<file path="config.mk">
export PLATFORM = sky130hd
export DESIGN_NAME = hilo_div_ctrl
export DESIGN_NICKNAME = d
export VERILOG_FILES = /design/src/rtl/hilo_div_ctrl.sv
export SDC_FILE = /design/constraint.sdc
export NUM_CORES = 1
export LEC_CHECK = 0
export CAP_MARGIN = 0
export CORE_ASPECT_RATIO = 1.25
export CORE_MARGIN = 4
export CORE_UTILIZATION = 45
export DETAILED_ROUTE_END_ITERATION = 16
export HOLD_SLACK_MARGIN = 0.12
export PLACE_DENSITY_LB_ADDON = 0.05
export SYNTH_ARGS = -nofsm -noshare
export SYNTH_HDL_FRONTEND = slang
export SYNTH_SLANG_ARGS = --single-unit
</file>
<file path="constraint.sdc">
create_clock -name in_clk -period 2.7 [get_ports in_clk]
set_clock_uncertainty 0.1 [all_clocks]
set_input_delay 0.54 -clock in_clk [delete_from_list [all_inputs] [get_ports in_clk]]
set_output_delay 0.54 -clock in_clk [all_outputs]
set_load 0.03 [all_outputs]
</file>
<file path="src/rtl/hilo_div_ctrl.sv">
// ============================================================================
// Module   : hilo_div_ctrl
// Brief    : Multicycle sequencer for an external combinational 32-bit divider
//            and owner of the architectural HI/LO register pair. Accepts
//            DIV/DIVU/MTHI/MTLO, holds divider operands stable for DIV_CYCLES
//            cycles while stalling the pipeline, then commits quotient to LO
//            and remainder to HI.
// Option   : DIV_ZERO_FAST_EN - when defined, a divide by zero skips the
//            multicycle path and commits LO=all-ones, HI=dividend next edge.
// Revision : 1.0 - initial release
// ============================================================================
`default_nettype none

module hilo_div_ctrl #(
  parameter int DIV_CYCLES = 4
) (
  input  logic        in_clk,
  input  logic        in_rst,
  input  logic        op_valid,
  input  logic [2:0]  op_code,
  input  logic [31:0] op_rs,
  input  logic [31:0] op_rt,
  input  logic        flush,
  output logic        op_ready,
  output logic        stall,
  output logic        div_ena,
  output logic        div_sign,
  output logic [31:0] div_a,
  output logic [31:0] div_b,
  input  logic [31:0] div_q,
  input  logic [31:0] div_r,
  output logic [31:0] hi,
  output logic [31:0] lo,
  output logic        done
);

  // Operation encodings seen on op_code
  localparam logic [2:0] OP_DIV  = 3'd1;
  localparam logic [2:0] OP_DIVU = 3'd2;
  localparam logic [2:0] OP_MTHI = 3'd3;
  localparam logic [2:0] OP_MTLO = 3'd4;

  // Counter must hold DIV_CYCLES-1; one extra bit keeps DIV_CYCLES=1 legal
  localparam int              CNT_W    = $clog2(DIV_CYCLES) + 1;
  localparam logic [CNT_W-1:0] CNT_INIT = CNT_W'(DIV_CYCLES - 1);
  localparam logic [CNT_W-1:0] CNT_ZERO = '0;

  typedef enum logic [0:0] {
    S_IDLE = 1'b0,
    S_BUSY = 1'b1
  } state_e;

  state_e           state_q;
  logic [CNT_W-1:0] cnt_q;
  logic [31:0]      hi_q;
  logic [31:0]      lo_q;
  logic [31:0]      div_a_q;
  logic [31:0]      div_b_q;
  logic             div_sign_q;
  logic             div_ena_q;
  logic             done_q;

  // Decoded request qualifiers for the IDLE state
  logic is_div_d;
  logic is_mthi_d;
  logic is_mtlo_d;
  logic div_by_zero_d;

  // Decode the incoming op; flush suppresses everything presented that cycle
  always_comb begin
    is_div_d      = op_valid && !flush && ((op_code == OP_DIV) || (op_code == OP_DIVU));
    is_mthi_d     = op_valid && !flush && (op_code == OP_MTHI);
    is_mtlo_d     = op_valid && !flush && (op_code == OP_MTLO);
    div_by_zero_d = (op_rt == 32'd0);
  end

  // Sequencer: owns state, cycle counter, operand latches and HI/LO
  always_ff @(posedge in_clk) begin
    if (in_rst) begin
      state_q    <= S_IDLE;
      cnt_q      <= CNT_ZERO;
      hi_q       <= 32'd0;
      lo_q       <= 32'd0;
      div_a_q    <= 32'd0;
      div_b_q    <= 32'd0;
      div_sign_q <= 1'b0;
      div_ena_q  <= 1'b0;
      done_q     <= 1'b0;
    end else begin
      // done is a single-cycle pulse unless re-armed below
      done_q <= 1'b0;
      case (state_q)
        S_IDLE: begin
          if (is_div_d) begin
`ifdef DIV_ZERO_FAST_EN
            if (div_by_zero_d) begin
              // Zero divisor resolves immediately; divider is never engaged
              lo_q   <= 32'hFFFF_FFFF;
              hi_q   <= op_rs;
              done_q <= 1'b1;
            end else begin
              div_a_q    <= op_rs;
              div_b_q    <= op_rt;
              div_sign_q <= (op_code == OP_DIVU);
              div_ena_q  <= 1'b1;
              cnt_q      <= CNT_INIT;
              state_q    <= S_BUSY;
            end
`else
            // Zero divisor follows the normal path; the divider decides the result
            div_a_q    <= op_rs;
            div_b_q    <= op_rt;
            div_sign_q <= (op_code == OP_DIVU);
            div_ena_q  <= 1'b1;
            cnt_q      <= CNT_INIT;
            state_q    <= S_BUSY;
`endif
          end else if (is_mthi_d) begin
            hi_q <= op_rs;
          end else if (is_mtlo_d) begin
            lo_q <= op_rs;
          end
        end
        S_BUSY: begin
          // Operands stay frozen here; new ops are ignored while stalled
          if (flush) begin
            // Flush beats a same-cycle commit: abandon the result entirely
            div_ena_q <= 1'b0;
            cnt_q     <= CNT_ZERO;
            state_q   <= S_IDLE;
          end else if (cnt_q == CNT_ZERO) begin
            lo_q      <= div_q;
            hi_q      <= div_r;
            div_ena_q <= 1'b0;
            done_q    <= 1'b1;
            state_q   <= S_IDLE;
          end else begin
            cnt_q <= cnt_q - CNT_W'(1);
          end
        end
        default: begin
          state_q   <= S_IDLE;
          div_ena_q <= 1'b0;
        end
      endcase
    end
  end

  // Handshake outputs follow the state directly so the hold starts on accept
  always_comb begin
    stall    = (state_q == S_BUSY);
    op_ready = (state_q == S_IDLE);
  end

  assign div_ena  = div_ena_q;
  assign div_sign = div_sign_q;
  assign div_a    = div_a_q;
  assign div_b    = div_b_q;
  assign hi       = hi_q;
  assign lo       = lo_q;
  assign done     = done_q;

  // div_by_zero_d is only consumed when the fast path is compiled in
  logic unused_d;
  assign unused_d = div_by_zero_d;

endmodule

`default_nettype wire

</file>
; ---- Yosys cells after proc, flatten, opt, wreduce, memory -nomap -nowiden
; Cells that the tools add are included.
[word_totals]
output_inout_bits = 133
in_bits = 135
register_bits = 135
[classes]
mux = 24
n_eq_ne = 13
bitwise_logic = 1
reduce_logical = 13
n_addsub = 1
[ops]
columns = operator, n
row1 = $mux W32, 9
row2 = $pmux W32 S2, 2
row3 = $mux W3, 3
row4 = $ne A2 B1 Y1 const B, 4
row5 = $mux W1, 7
row6 = $eq A3 B2 Y1 const B, 2
row7 = $ne A2 B2 Y1 const B, 3
row8 = $pmux W3 S2, 1
row9 = $reduce_and A2 Y1, 3
row10 = $reduce_and A5 Y1, 1
row11 = $logic_and A1 B1 Y1, 4
row12 = $pmux W1 S2, 2
row13 = $reduce_and A4 Y1, 1
row14 = $eq A3 B1 Y1 const B, 1
row15 = $eq A3 B3 Y1 const B, 1
row16 = $logic_not A3 Y1, 1
row17 = $ne A3 B2 Y1 const B, 1
row18 = $ne A3 B3 Y1 const B, 1
row19 = $reduce_or A3 Y1, 1
row20 = $sub A3 B1 Y3 const B, 1
row21 = $logic_not A1 Y1, 1
row22 = $logic_or A1 B1 Y1, 1
row23 = $not A1 Y1, 1

; ---- Depth between registers and ports, before layout
[depth]
word_depth = 7
mapped_depth = 8

; ---- Worst setup path before layout
; Ideal clock, no wire load.
[synth_path]
path_type = register to register
from = reg state_q, in the netlist stall
to = reg hi_q[10], in the netlist hi[10]
setup_ps = 81
slack_ps = 589
path_stages_with_launch = 7
t_arrival_ps = 1929
synth_period_minus_slack_ps = 2111
path_buffers = 2
t_required_ps = 2519
cell_sequence = dfxtp_1 > buf_6 > clkinv_1 > o21ai_1 > clkbuf_1 > a21oi_1 > a211oi_2
[synth_via]
elab_chain_len = 3
word_cells_on_any_way = 7
classes_between = 4 x eq/ne / 1 x mux / 1 x bitwise / 1 x reduce/logical
[synth_rtl]
columns = element, line_no
row1 = from (decl), 53  ; state_e state_q;
row2 = from (signal assigned), 80  ; state_q <= S_IDLE;
row3 = from (signal assigned), 116  ; state_q <= S_BUSY;
row4 = from (signal assigned), 130  ; state_q <= S_IDLE;
row5 = $not A1 Y1 (no source line) (*), --
row6 = net op_ready, 24  ; output logic op_ready,
row7 = $ne A2 B1 Y1 (no source line) / $ne A2 B2 Y1 (equally long branches), --
row8 = $reduce_and A4 Y1 (no source line), --
row9 = to (signal assigned), 119  ; hi_q <= op_rs;
row10 = to (signal assigned), 133  ; hi_q <= div_r;
row11 = to (decl), 55  ; logic [31:0] hi_q;
; Mark *: on every way through the listed nets, which the timed path passes. The rest lies on a longest branch.
; A chain may end at the register's enable or synchronous reset.

; ---- Final worst setup path
[layout_path]
from = reg state_q, in the netlist stall
to = out op_ready
[layout_via]
elab_chain_len = 1
[layout_rtl]
columns = element, line_no
row1 = $not A1 Y1 (no source line), --
row2 = to (decl), 24
; Every way passes these cells.

==> results.md <==
Yosys
- sky130_fd_sc_hd__dfxtp_1 — library cell with the highest instance count after synthesis
- sky130_fd_sc_hd__dfxtp_1 — most frequently used flop master after synthesis
- sky130_fd_sc_hd__dfxtp_1 (135), sky130_fd_sc_hd__a21oi_1 (133), sky130_fd_sc_hd__nand2_1 (130) — leading cell types by count after synthesis
- sky130_fd_sc_hd__dfxtp_1 — largest area contributor in the netlist
- 0.296% — post-synthesis xor/xnor area fraction
- 0 — Synth Warn #
- 0 — number of enable-type register cells in the synthesized netlist
- 45.6% — area fraction of the dominant cell type after synthesis
- 618 — synthesized netlist cell count
- 31 — synth unique cells
- compound AO/OA/AOI/OAI gates — combinational family with the most area after synthesis
- 0% — share of flip-flops with an asynchronous set or reset after synthesis
- sky130_fd_sc_hd__dfxtp_1 (46%), sky130_fd_sc_hd__a211oi_2 (13%), sky130_fd_sc_hd__a21oi_1 (11%) — largest cells by area after synthesis
- 0.422% — arithmetic-cell share of the synthesized area counting full adders, half adders and majority gates
- 26.0% — Synth Area in Compound Gates
- 10.2% — simple logic cell fraction of the synthesized area
- 45.6% — sequential fraction of the synthesis area
- 135 — Yosys reg bits
- 10.8% — fraction of synthesized area in multiplexers
- 755 — synthesized net count
- 5920 µm² — Mapped Area
- 9.59 µm² — per-instance average area after synthesis

Routing
- 17.9 µm — average wire length per cell after detail routing
- 6 — first drt pass iteration count
- 5.25 — via/cell ratio
- 0 — DRC violation count after routing
- 18,600 µm — total wire length
- 0 — antenna-violating nets left
- 322 — First DRT Iteration DRCs
- 5,471 — via count

Critical path
- stall — worst reg2reg path startpoint
- flop to output pin — kind of critical path
- stall — launching element of the worst setup path
- op_ready — worst setup path end
- 1.72 ns — Worst EP arrival
- flop — kind of start point of the critical path
- 6 — cells on worst reg2reg path
- 8 — worst-path maximum fanout
- hi[5] — Critical R2R Capture
- 2.06 ns — WP data required
- output pin — type of element capturing the critical path
- 0.64 ns — worst-case register-to-register setup slack

Global routing
- 68 — pin count of the biggest net entering global routing
- 23.6% — Total GRT Usage
- 0 — initial antenna violation count
- 5,603 — number of global-route vias before repair
- 0 — grt ovf
- 28,600 µm — first-pass GRT wire length

Power and ir drop
- 1.33 mW — Sw Pwr
- 3.97 mW — Internal Power
- 39.6% — share of power burned in registers
- 25.2% — net switching share of the total power
- 16.0% — share of power burned in combinational logic
- 573 nW/µm² — Power Density
- 0.000345 V — worst voltage drop across the vdd grid
- 3.00 nW — standby leakage power
- 44.4% — part of the total power dissipated in the clock network

Timing
- 2.36 ns — Final min period
- 0.352 ns — Worst Hold Slack
- 0 ns — aggregate negative setup slack
- 0.424 GHz — highest clock frequency the design can meet
- 49.4% — headroom to the max-slew limit
- 0 — number of hold violations in the final report
- 0 — max-slew violation count
- 87.3% — portion of the clock cycle consumed by the worst path in the final layout
- 0 — number of setup violations in the final report
- no — RSZ-0062 raised after global routing
- 0.759 ns — actual transition at the worst max-transition pin

Finish
- 0 — Inserted Diodes
- 13.7% — fraction of final layout cells with drive strength greater than 1
- 56.1% — growth of design area from synthesis to finish
- 999 — count of nets after finishing

Floorplan
- 136 µm — Die Y
- 12,800 µm² — Core ar.
- 268 — number of top-level pins
- 15,100 µm² — die area
- 111 µm — Die Wd
- 46.4% — starting density of the core
- 46 — number of cell rows

Place
- 267 — buffers added on ports
- 13,400 µm — Detailed Place HPWL
- 0.842 — Final GP Congestion

Job
- 0 — number of max-cap violations

Clocking
- 0.40 ns — clock latency at the later pin of the worst-skew pair
- 17 — number of buffers created by CTS
- sky130_fd_sc_hd__clkbuf_16 — Root Buffer
- 135 — number of clock sinks
- 2 — number of buffers between clock root and the deepest sink
- yes — TritonCTS clock tree
- 0 — post-CTS setup buffer count
- 4 — number of levels in the clock H-tree
- 0 — number of buffers added to fix hold violations after cts
- 0.05 ns — clock-pin slew of the registers on the worst-case setup and hold paths
- 0 — Post-CTS Resized

Hold path
- flop to flop — class of the tightest hold or removal check

Run status
- finished, final reports clean — status

==> kinds of logic after synthesis <==
kind of cell    Yosys count
simple gates            146
buf+inv                  64
xor+xnor                  2
compound gates          205
mux                      64
fa+ha+maj                 2
flops                   135
==> how the worst min path moves through the flow <==
stage                endpoint  cells past startpoint  slack [ns]  startpoint
finish               div_b[3]                      2        0.35    div_b[3]
global route        div_a[16]                      2        0.37   div_a[16]
CTS                 div_a[16]                      2        0.35   div_a[16]
detailed placement  div_a[16]                      2        0.35   div_a[16]
global placement    div_b[10]                      2        0.34   div_b[10]
floorplan            cnt_q[1]                      2        0.36    cnt_q[1]
==> per-stage QoR <==
| step | total power [mW] | std cells | area [µm²] | util [%] | worst slack (ns) |
|---|---|---|---|---|---|
| 2_1_floorplan | 2.57 | 618 | 5920 | - | 0.589 |
| 3_3_place_gp | 2.97 | 1011 | 8640 | 67.6 | 0.255 |
| 3_5_place_dp | 2.99 | 1011 | 8640 | 67.6 | 0.202 |
| 4_1_cts | 5.34 | 1042 | 9250 | 72.4 | 0.324 |
| 5_1_grt | 5.48 | 1042 | 9250 | 72.4 | 0.266 |
| 6_report | 5.30 | 1042 | 9250 | 72.4 | 0.342 |
==> worst max-delay path, cell delays in order, from the launching register on <==
cell and delay (ns):
sky130_fd_sc_hd__dfxtp_4 0.35, sky130_fd_sc_hd__clkinv_1 0.25, sky130_fd_sc_hd__clkdlybuf4s50_1 0.71
==> final cells by class <==
| type | instances | area (µm²) |
|---|---|---|
| sequential | 135 | 2710 |
| clock inverter | 11 | 150 |
| clock buffer | 20 | 457 |
| fill | 985 | 3530 |
| tap | 168 | 210 |
| inverter | 4 | 15.0 |
| timing repair buffer | 285 | 2870 |
| multi-input combinational | 419 | 2840 |
==> power groups by stage <==
stage | registers (mW) | clock network, mW | logic, mW
3_3_place_gp | 2.14 | 0 | 0.837
3_5_place_dp | 2.14 | 0 | 0.849
5_1_grt | 2.11 | 2.48 | 0.901
6_report | 2.10 | 2.35 | 0.850
2_1_floorplan | 2.27 | 0 | 0.301
4_1_cts | 2.10 | 2.39 | 0.855
==> sequential cells by signal, summed over array words and instances, names as in the netlist <==
signal,cells
div_sign,1
done,1
hi,32
div_b,32
cnt_q,3
div_ena,1
div_a,32
stall,1
lo,32
==> metal layers <==
layer  vias to the layer above  wire length [µm]  track usage (%)  part of all wire (%)
li1                       2655                 -                -                     -
met1                      2596              7300             26.1                    39
met2                       201              9650             42.8                    52
met3                        19              1360             7.84                   7.3
met4                         0               335             7.46                   1.8
met5                         -                 0                0                     0
==> placed cells by master, fill, tap and decap left out, types with 4 or more instances in the layout <==
cell                              instances
sky130_fd_sc_hd__a211oi_1                 4
sky130_fd_sc_hd__a211oi_2                61
sky130_fd_sc_hd__a21oi_1                133
sky130_fd_sc_hd__buf_12                   5
sky130_fd_sc_hd__buf_4                   14
sky130_fd_sc_hd__clkbuf_16               17
sky130_fd_sc_hd__clkdlybuf4s50_1        266
sky130_fd_sc_hd__clkinvlp_4               5
sky130_fd_sc_hd__dfxtp_1                134
sky130_fd_sc_hd__mux2i_1                 64
sky130_fd_sc_hd__nand2_1                129
Note: power is estimated with default switching activity, not from simulation.
